## src/rtl/matched_filter_ctrl.sv

```systemverilog
// Matched-filter sequencer: coefficient load, one frame streamed into the FIR, then a LENGTH-1 zero flush.
// All outputs are flops; samples reach the FIR one cycle after acceptance, and dataInReady is held only in STREAM.
module matched_filter_ctrl #(
  parameter int LENGTH       = 10000,
  parameter int DATA_WIDTH   = 16,
  parameter int FRAME_LEN    = 20000,
  parameter int LOAD_TIMEOUT = LENGTH + 8
) (
  input  logic                         clock,
  input  logic                         reset,
  input  logic                         start,
  input  logic                         abort,
  input  logic                         reloadCoeff,
  input  logic                         coeffSetFlag,
  output logic                         coeffEnable,
  output logic                         firCoeffLoad,
  input  logic                         dataInValid,
  input  logic signed [DATA_WIDTH-1:0] dataInRe,
  input  logic signed [DATA_WIDTH-1:0] dataInIm,
  output logic                         dataInReady,
  output logic                         firDataValid,
  output logic signed [DATA_WIDTH-1:0] firDataRe,
  output logic signed [DATA_WIDTH-1:0] firDataIm,
  output logic                         busy,
  output logic                         frameDone,
  output logic                         errorFlag
);

  localparam logic [2:0] IDLE       = 3'd0;
  localparam logic [2:0] LOAD_COEFF = 3'd1;
  localparam logic [2:0] STREAM     = 3'd2;
  localparam logic [2:0] FLUSH      = 3'd3;
  localparam logic [2:0] DONE       = 3'd4;
  localparam logic [2:0] ERROR      = 3'd5;

  localparam int LCW = $clog2(LOAD_TIMEOUT) + 1;
  localparam int SCW = $clog2(FRAME_LEN) + 1;
  localparam int FCW = $clog2(LENGTH) + 1;
  localparam logic [LCW-1:0] LOAD_LAST  = LCW'(LOAD_TIMEOUT - 1);
  localparam logic [SCW-1:0] SAMP_LAST  = SCW'(FRAME_LEN - 1);
  localparam logic [FCW-1:0] FLUSH_LAST = FCW'(LENGTH - 1);

  logic [2:0]     state;
  logic           coeff_loaded;
  logic [LCW-1:0] load_cnt;
  logic [SCW-1:0] samp_cnt;
  logic [FCW-1:0] flush_cnt;

  // Outputs are assigned together with the state they belong to, so each is valid in the same cycle as that state.
  always_ff @(posedge clock or negedge reset) begin
    if (!reset) begin
      state        <= IDLE;
      coeff_loaded <= 1'b0;
      load_cnt     <= '0;
      samp_cnt     <= '0;
      flush_cnt    <= '0;
      coeffEnable  <= 1'b0;
      firCoeffLoad <= 1'b0;
      dataInReady  <= 1'b0;
      firDataValid <= 1'b0;
      firDataRe    <= '0;
      firDataIm    <= '0;
      busy         <= 1'b0;
      frameDone    <= 1'b0;
      errorFlag    <= 1'b0;
    end else begin
      frameDone <= 1'b0;
      if (state != IDLE && abort) begin
        state        <= IDLE;
        load_cnt     <= '0;
        samp_cnt     <= '0;
        flush_cnt    <= '0;
        coeffEnable  <= 1'b0;
        firCoeffLoad <= 1'b0;
        dataInReady  <= 1'b0;
        firDataValid <= 1'b0;
        firDataRe    <= '0;
        firDataIm    <= '0;
        busy         <= 1'b0;
      end else begin
        case (state)
          IDLE: begin
            if (start) begin
              busy      <= 1'b1;
              load_cnt  <= '0;
              samp_cnt  <= '0;
              flush_cnt <= '0;
              if (!coeff_loaded || reloadCoeff) begin
                state        <= LOAD_COEFF;
                coeff_loaded <= 1'b0;
                coeffEnable  <= 1'b1;
                firCoeffLoad <= 1'b1;
              end else begin
                state       <= STREAM;
                dataInReady <= 1'b1;
              end
            end
          end
          LOAD_COEFF: begin
            if (coeffSetFlag) begin
              state        <= STREAM;
              coeff_loaded <= 1'b1;
              coeffEnable  <= 1'b0;
              firCoeffLoad <= 1'b0;
              dataInReady  <= 1'b1;
              load_cnt     <= '0;
            end else if (load_cnt == LOAD_LAST) begin
              state        <= ERROR;
              coeffEnable  <= 1'b0;
              firCoeffLoad <= 1'b0;
              errorFlag    <= 1'b1;
              load_cnt     <= '0;
            end else begin
              load_cnt <= load_cnt + 1'b1;
            end
          end
          STREAM: begin
            if (dataInValid && dataInReady) begin
              firDataValid <= 1'b1;
              firDataRe    <= dataInRe;
              firDataIm    <= dataInIm;
              if (samp_cnt == SAMP_LAST) begin
                samp_cnt    <= '0;
                dataInReady <= 1'b0;
                // A single-tap filter has no delay line to flush.
                if (LENGTH > 1) begin
                  state <= FLUSH;
                end else begin
                  state     <= DONE;
                  frameDone <= 1'b1;
                end
              end else begin
                samp_cnt <= samp_cnt + 1'b1;
              end
            end else begin
              firDataValid <= 1'b0;
            end
          end
          FLUSH: begin
            if (flush_cnt == FLUSH_LAST) begin
              state        <= DONE;
              firDataValid <= 1'b0;
              frameDone    <= 1'b1;
              flush_cnt    <= '0;
            end else begin
              firDataValid <= 1'b1;
              firDataRe    <= '0;
              firDataIm    <= '0;
              flush_cnt    <= flush_cnt + 1'b1;
            end
          end
          DONE: begin
            state        <= IDLE;
            busy         <= 1'b0;
            firDataValid <= 1'b0;
          end
          ERROR: begin
            errorFlag <= 1'b1;
          end
          default: begin
            state        <= IDLE;
            load_cnt     <= '0;
            samp_cnt     <= '0;
            flush_cnt    <= '0;
            coeffEnable  <= 1'b0;
            firCoeffLoad <= 1'b0;
            dataInReady  <= 1'b0;
            firDataValid <= 1'b0;
            firDataRe    <= '0;
            firDataIm    <= '0;
            busy         <= 1'b0;
            errorFlag    <= 1'b0;
          end
        endcase
      end
    end
  end

endmodule

```

## config.mk

```make
export PLATFORM = sky130hd
export DESIGN_NAME = matched_filter_ctrl
export DESIGN_NICKNAME = d
export VERILOG_FILES = /design/src/rtl/matched_filter_ctrl.sv
export SDC_FILE = /design/constraint.sdc
export NUM_CORES = 1
export LEC_CHECK = 0
export BUFFER_PORTS_ARGS = -buffer_cell sky130_fd_sc_hd__clkbuf_2
export CAP_MARGIN = 20
export CORE_AREA = 2 2 98 100
export DETAILED_ROUTE_END_ITERATION = 12
export DIE_AREA = 0 0 100 102
export PLACE_DENSITY = 0.75
export SLEW_MARGIN = 5
export SYNTH_ARGS = -nofsm -noshare
export SYNTH_HDL_FRONTEND = slang
export SYNTH_SLANG_ARGS = --single-unit
```

## constraint.sdc

```tcl
create_clock -name clock -period 2.2 [get_ports clock]
set_clock_uncertainty 0.15 [all_clocks]
set_input_delay 0.22 -clock clock [delete_from_list [all_inputs] [get_ports clock]]
set_output_delay 0.22 -clock clock [all_outputs]
set_load 0.005 [all_outputs]
```

Word-level counts from Yosys, hierarchy flattened
Index checks and enable logic that the tools add are counted.
{ "op_classes": {"bitwise_logic": 2, "n_eq_ne": 30, "mux": 58, "addsub": 3, "n_reduce_logical": 25} }
{ "ops": {"columns": ["cell", "n"], "rows": [
  ["$mux W16", 9],
  ["$pmux W16 S3", 3],
  ["$mux W15", 6],
  ["$pmux W15 S3", 2],
  ["$add A15 B1 Y15 const B", 2],
  ["$eq A15 B14 Y1 const B", 2],
  ["$ne A3 B3 Y1 const B", 8],
  ["$reduce_or A4 Y1", 6],
  ["$mux W1", 23],
  ["$mux W3", 7],
  ["$add A16 B1 Y16 const B", 1],
  ["$eq A16 B15 Y1 const B", 1],
  ["$pmux W3 S5", 1],
  ["$ne A2 B1 Y1 const B", 7],
  ["$ne A2 B2 Y1 const B", 6],
  ["$reduce_and A6 Y1", 2],
  ["$pmux W1 S3", 3],
  ["$reduce_and A4 Y1", 2],
  ["$eq A3 B2 Y1 const B", 2],
  ["$eq A3 B3 Y1 const B", 2],
  ["$reduce_and A2 Y1", 3],
  ["$reduce_and A3 Y1", 2],
  ["$reduce_or A3 Y1", 2],
  ["$reduce_and A5 Y1", 1],
  ["12 further kinds", 15]
]} }
{ "totals": {"register_bits": 88, "out_inout_bits": 39, "in_bits": 39, "word_cells": 131} }

Depth between registers and ports, before layout
{ "logic_depth": {"ltp_word": 6, "mapped_depth": 8, "mapped_depth_nobuf": 6} }

Worst setup path after synthesis
OpenSTA, ideal clock, no wires.
{ "synth_path": {"path_kind": "register -> register", "startpoint": "reg flush_cnt[11]", "endpoint": "reg state[1]", "setup_ps": 125, "path_stages_with_launch": 7, "synth_period_minus_slack_ps": 2311, "required_time_ps": 1925, "path_buffers": 1, "t_arrival_ps": 2036, "setup_slack_ps": -111, "path_cell_list": "dfrtp_1 or4b_2 nor4_4 or2_1 buf_6 nand3_4 mux2_4"} }
{ "synth_between": {"elab_chain_len": 3} }
{ "synth_rtl": {"columns": ["item", "line", "text"], "rows": [
  ["start, declared", "47", "logic [FCW-1:0] flush_cnt;"],
  ["start signal, assigned", "149", "flush_cnt <= flush_cnt + 1'b1;"],
  ["$eq A15 B14 Y1", "140", "if (flush_cnt == FLUSH_LAST) begin"],
  ["$ne A3 B3 Y1 (no source line)", null, null],
  ["$reduce_and A6 Y1 (no source line)", null, null],
  ["end signal, assigned", "141", "state <= DONE;"],
  ["end signal, assigned", "153", "state <= IDLE;"],
  ["end signal, assigned", "161", "state <= IDLE;"],
  ["end, declared", "43", "logic [2:0] state;"]
]} }
No other way between the ends.
A chain may end at the register's enable or synchronous reset.

Worst setup path after layout
{ "layout_path": {"startpoint": "reg flush_cnt[14]", "endpoint": "reg firDataRe[11]"} }
{ "layout_between": {"elab_chain_len": 3} }
{ "layout_rtl": {"columns": ["item", "line", "text"], "rows": [
  ["$eq A15 B14 Y1", "140", null],
  ["$ne A3 B3 Y1 (no source line)", null, null],
  ["$reduce_and A3 Y1 (no source line)", null, null],
  ["end signal, assigned", "120", "firDataRe <= dataInRe;"],
  ["end, declared", "22", "output logic signed [DATA_WIDTH-1:0] firDataRe,"]
]} }
No other way between the ends.

==> out/qor.txt <==
crit path launch type: flop
CTS tree: yes
Arr. time, crit path: 2.37 ns
DRT iter0 DRCs: 219
number of clock sinks: 88
later-pin clock latency in the skew report: 0.36 ns
EDFF count, synth: 0
Synth warnings: 0
worst path cell trace: or4b_4 -> nor4_4 -> buf_4 -> a211o_4 -> buf_12 -> nand2_1 -> o21ai_1
fmax: 445.5 MHz
Tot GR Track Use: 0.2416
Register Area: 2202 um^2
critical path class: reg -> reg
largest net degree at the start of global routing: 49
Clock Pin Slew Worst Setup and Hold Paths: 0.09 ns
Via density: 5.806
top-count cell post-synth: nand2_1
Seq cells post-synth: 88
R2R Setup Slk: -0.04 ns
RSZ-0062 raised after global routing: yes
Setup crit end: firDataRe[11]$_DFFE_PN0P_
Syn Inst Count: 513
largest family of logic cells by synthesized area: simple AND/OR/NAND/NOR gates
Slew @ Worst Pin: 0.5313 ns
crit share post-route: 1.020
worst hold path type: in -> reg
Sequential Power Share: 0.367
GPL Wtd Cong: 0.9553
Initial DRT Pass Iterations: 5
Crit path depth: 7
Die Span X: 100 um
Final Hold Violating Endpoints: 0
failing checks: setup timing
Syn Area/Cell: 8.914 um^2
final worst slack: -0.04491 ns
chip height: 102 um
worst-path fanout max: 16
multi-input logic area: 2337 um^2
Routed wire per std cell: 17.04 um
Simple-Gate Fraction of Synth Area: 0.2643
synthesized area: 4573 um^2
complex-gate fraction of the synthesized area: 0.1806
post-synth cell types: 58
Sw Share: 0.3740
Yosys top cell area share: 0.4815
Detailed Route WL: 13,500 um
Crit path max-delay family: simple AND/OR/NAND/NOR gates
initial antenna violation count: 0
Vias: 4,598
Psw: 1.961 mW
Power Total: 5.244 mW
Comb power frac: 0.404
clk buf depth: 2
Max-slew headroom: 0.6458
Mapped Nets: 555
Clock Power Share: 0.229
ys async rst share: 1.000
area grow syn2layout: 36.25%
share of layout cells above drive strength 1: 0.2907
outcome: complete, but fails checks
Antenna Nets Post-Route: 0
CTS Root Cell: clkbuf_8
Power Internal: 3.282 mW
Crit Reg-Reg Startpoint: flush_cnt[14]$_DFFE_PN0P_
worst vdd ir: 0.0005953 V
Max Cap Violations: 0
post-synthesis adder-cell area fraction: 0.008208
die area: 10,200 um^2
nets: 718
sequential area share after synthesis: 0.4815
Pleak: 2.875 nW
row count: 35
worst r2r dst: firDataRe[11]$_DFFE_PN0P_
Pwr Density: 841.5 nW/um^2
most instantiated cells after synthesis: 101 x nand2_1, 88 x dfrtp_1, 71 x o21ai_0, 29 x nor2_1, 25 x nor3_1
element type at the critical path end: flop
detailed placement HPWL: 8125 um
CP bufs+invs: 2
ranking of synthesized cells by area: dfrtp_1 48%, nand2_1 8.3%, o21ai_0 7.8%
Tmin final: 2.245 ns
io pins: 78
Slew Viols, Final: 0
Slowest cell on crit path: or4b_4
final setup vio count: 12
Ant. Diodes: 0
CP startpoint: flush_cnt[14]$_DFFE_PN0P_
grt total ovfl: 0
first-pass GRT wire length: 19,740 um
vias in the first global route: 4,229
leading register cell type out of synthesis: dfrtp_1
# port buffers: 77
H-tree Lvls: 3
CTS Buf Count: 9
dpl cells: 733
fillers: 678
Crit path required time: 2.32 ns
Layout Cells excl Fill: 792
Starting Density: 0.5021
Residual DRC: 0
post-synth top area cell: dfrtp_1
R2R depth: 7
core footprint: 9109 um^2
CP max stage delay: 0.55 ns
Synth Area in XOR/XNOR: 0.02298
mux cell area share after synthesis: 0.005472
-- sequential cells by signal, indices dropped and copies added, names as in the netlist --
| register | cells |
|---|---|
| firCoeffLoad | 1 |
| firDataIm | 16 |
| firDataValid | 1 |
| frameDone | 1 |
| load_cnt | 15 |
| state | 3 |
| flush_cnt | 15 |
| samp_cnt | 16 |
| dataInReady | 1 |
| busy | 1 |
| coeff_loaded | 1 |
| firDataRe | 16 |
| errorFlag | 1 |
-- worst min-delay path: cells and delay by family --
kind	cells	cell delay (ns)
AOI/OAI and AO/OA	1	0.08
buffers and inverters	1	0.12
and+or+nand+nor	1	0.07
-- worst min path at each step --
stage                            start                        end  slack (ns)  cells after the start
after CTS                 coeffSetFlag   coeff_loaded$_DFFE_PN0P_        0.03                      3
after detailed placement         reset  firDataIm[13]$_DFFE_PN0P_        0.08                      1
final                     coeffSetFlag   coeff_loaded$_DFFE_PN0P_        0.03                      3
after global placement           reset   firDataRe[0]$_DFFE_PN0P_        0.08                      1
after floorplan                  reset           busy$_DFFE_PN0P_       -0.23                      0
after global routing      coeffSetFlag   coeff_loaded$_DFFE_PN0P_        0.07                      3
-- layout make-up --
cell class | instances | area share
Tap cell | 111 | 0.02229
Sequential cell | 88 | 0.3534
Clock inverter | 6 | 0.01225
Timing Repair Buffer | 177 | 0.2088
Inverter | 10 | 0.006024
Clock buffer | 10 | 0.02209
Multi-Input combinational cell | 390 | 0.3751
-- power by group through the flow --
stage / clock network, mW / logic [mW] / registers [mW]
final: 1.20 / 2.12 / 1.93
after global routing: 1.28 / 2.30 / 1.95
after CTS: 1.22 / 1.83 / 1.92
after detailed placement: 0 / 1.66 / 1.95
after global placement: 0 / 1.62 / 1.94
after floorplan: 0 / 1.06 / 1.93
-- layer usage --
| metal | share of wire | up-vias | global-route usage |
|---|---|---|---|
| met5 | 0 | - | 0 |
| met4 | 0.019 | 0 | 0.07692 |
| met3 | 0.063 | 26 | 0.03967 |
| met2 | 0.49 | 197 | 0.4054 |
| met1 | 0.43 | 2202 | 0.3241 |
| li1 | - | 2173 | - |
-- kinds of logic (layout without fill, tap and decap cells) --
family	count (synthesis)	in the layout
adders and majority gates	3	3
and+or+nand+nor	239	239
buffers and inverters	35	203
AOI/OAI and AO/OA	134	134
DFF	88	88
muxes	2	2
xor gates and xnor gates	12	12
-- cell usage in the layout, fill, tap and decap left out, types with 3 or more instances in the layout --
cell type,count
nand2_1,95
dfrtp_1,88
clkbuf_2,76
buf_4,63
o21ai_0,36
dlygate4sd3_1,33
o21ai_1,30
nor2_1,26
nor3_1,23
nand3_1,17
a21oi_1,14
and3_1,14
inv_1,10
a22o_1,10
xnor2_1,10
clkbuf_8,10
nor2b_1,8
nand4_1,8
o31ai_1,8
nand2_2,6
or3_1,5
o21ai_2,5
or4b_4,4
and4_1,4
nand4b_1,3
nor4_4,3
a2bb2oi_2,3
nor4_1,3
a21o_1,3
ha_1,3
clkinv_4,3
-- stage by stage --
stage                        TNS (ns)  hold slack [ns]  setup slack (ns)  instance area [um^2]  utilization
final                         -0.1783          0.02592          -0.04491                  6231       0.6841
after global routing           -2.557          0.06925           -0.1277                  6231       0.6841
after CTS                    -0.09404          0.02903          -0.02645                  6043       0.6635
after detailed placement       -1.003          0.08173          -0.07254                  5430       0.5962
after global placement    -0.00009726          0.08207       -0.00009726                  5430       0.5962
after floorplan              -0.06337          -0.2256          -0.06337                  4577            -
-- repair_timing --
| action | in CTS | in global routing |
|---|---|---|
| pin swaps | 1 | 7 |
| endpoints found under the setup margin | 46 | 68 |
| gates cloned | 1 | 2 |
| hold buffers | 33 | 0 |
| buffers inserted | 1 | 6 |
| gates resized for setup | 18 | 49 |
| endpoints found under the hold margin | 72 | 0 |
No activity file was read; power rests on OpenSTA's default activity.
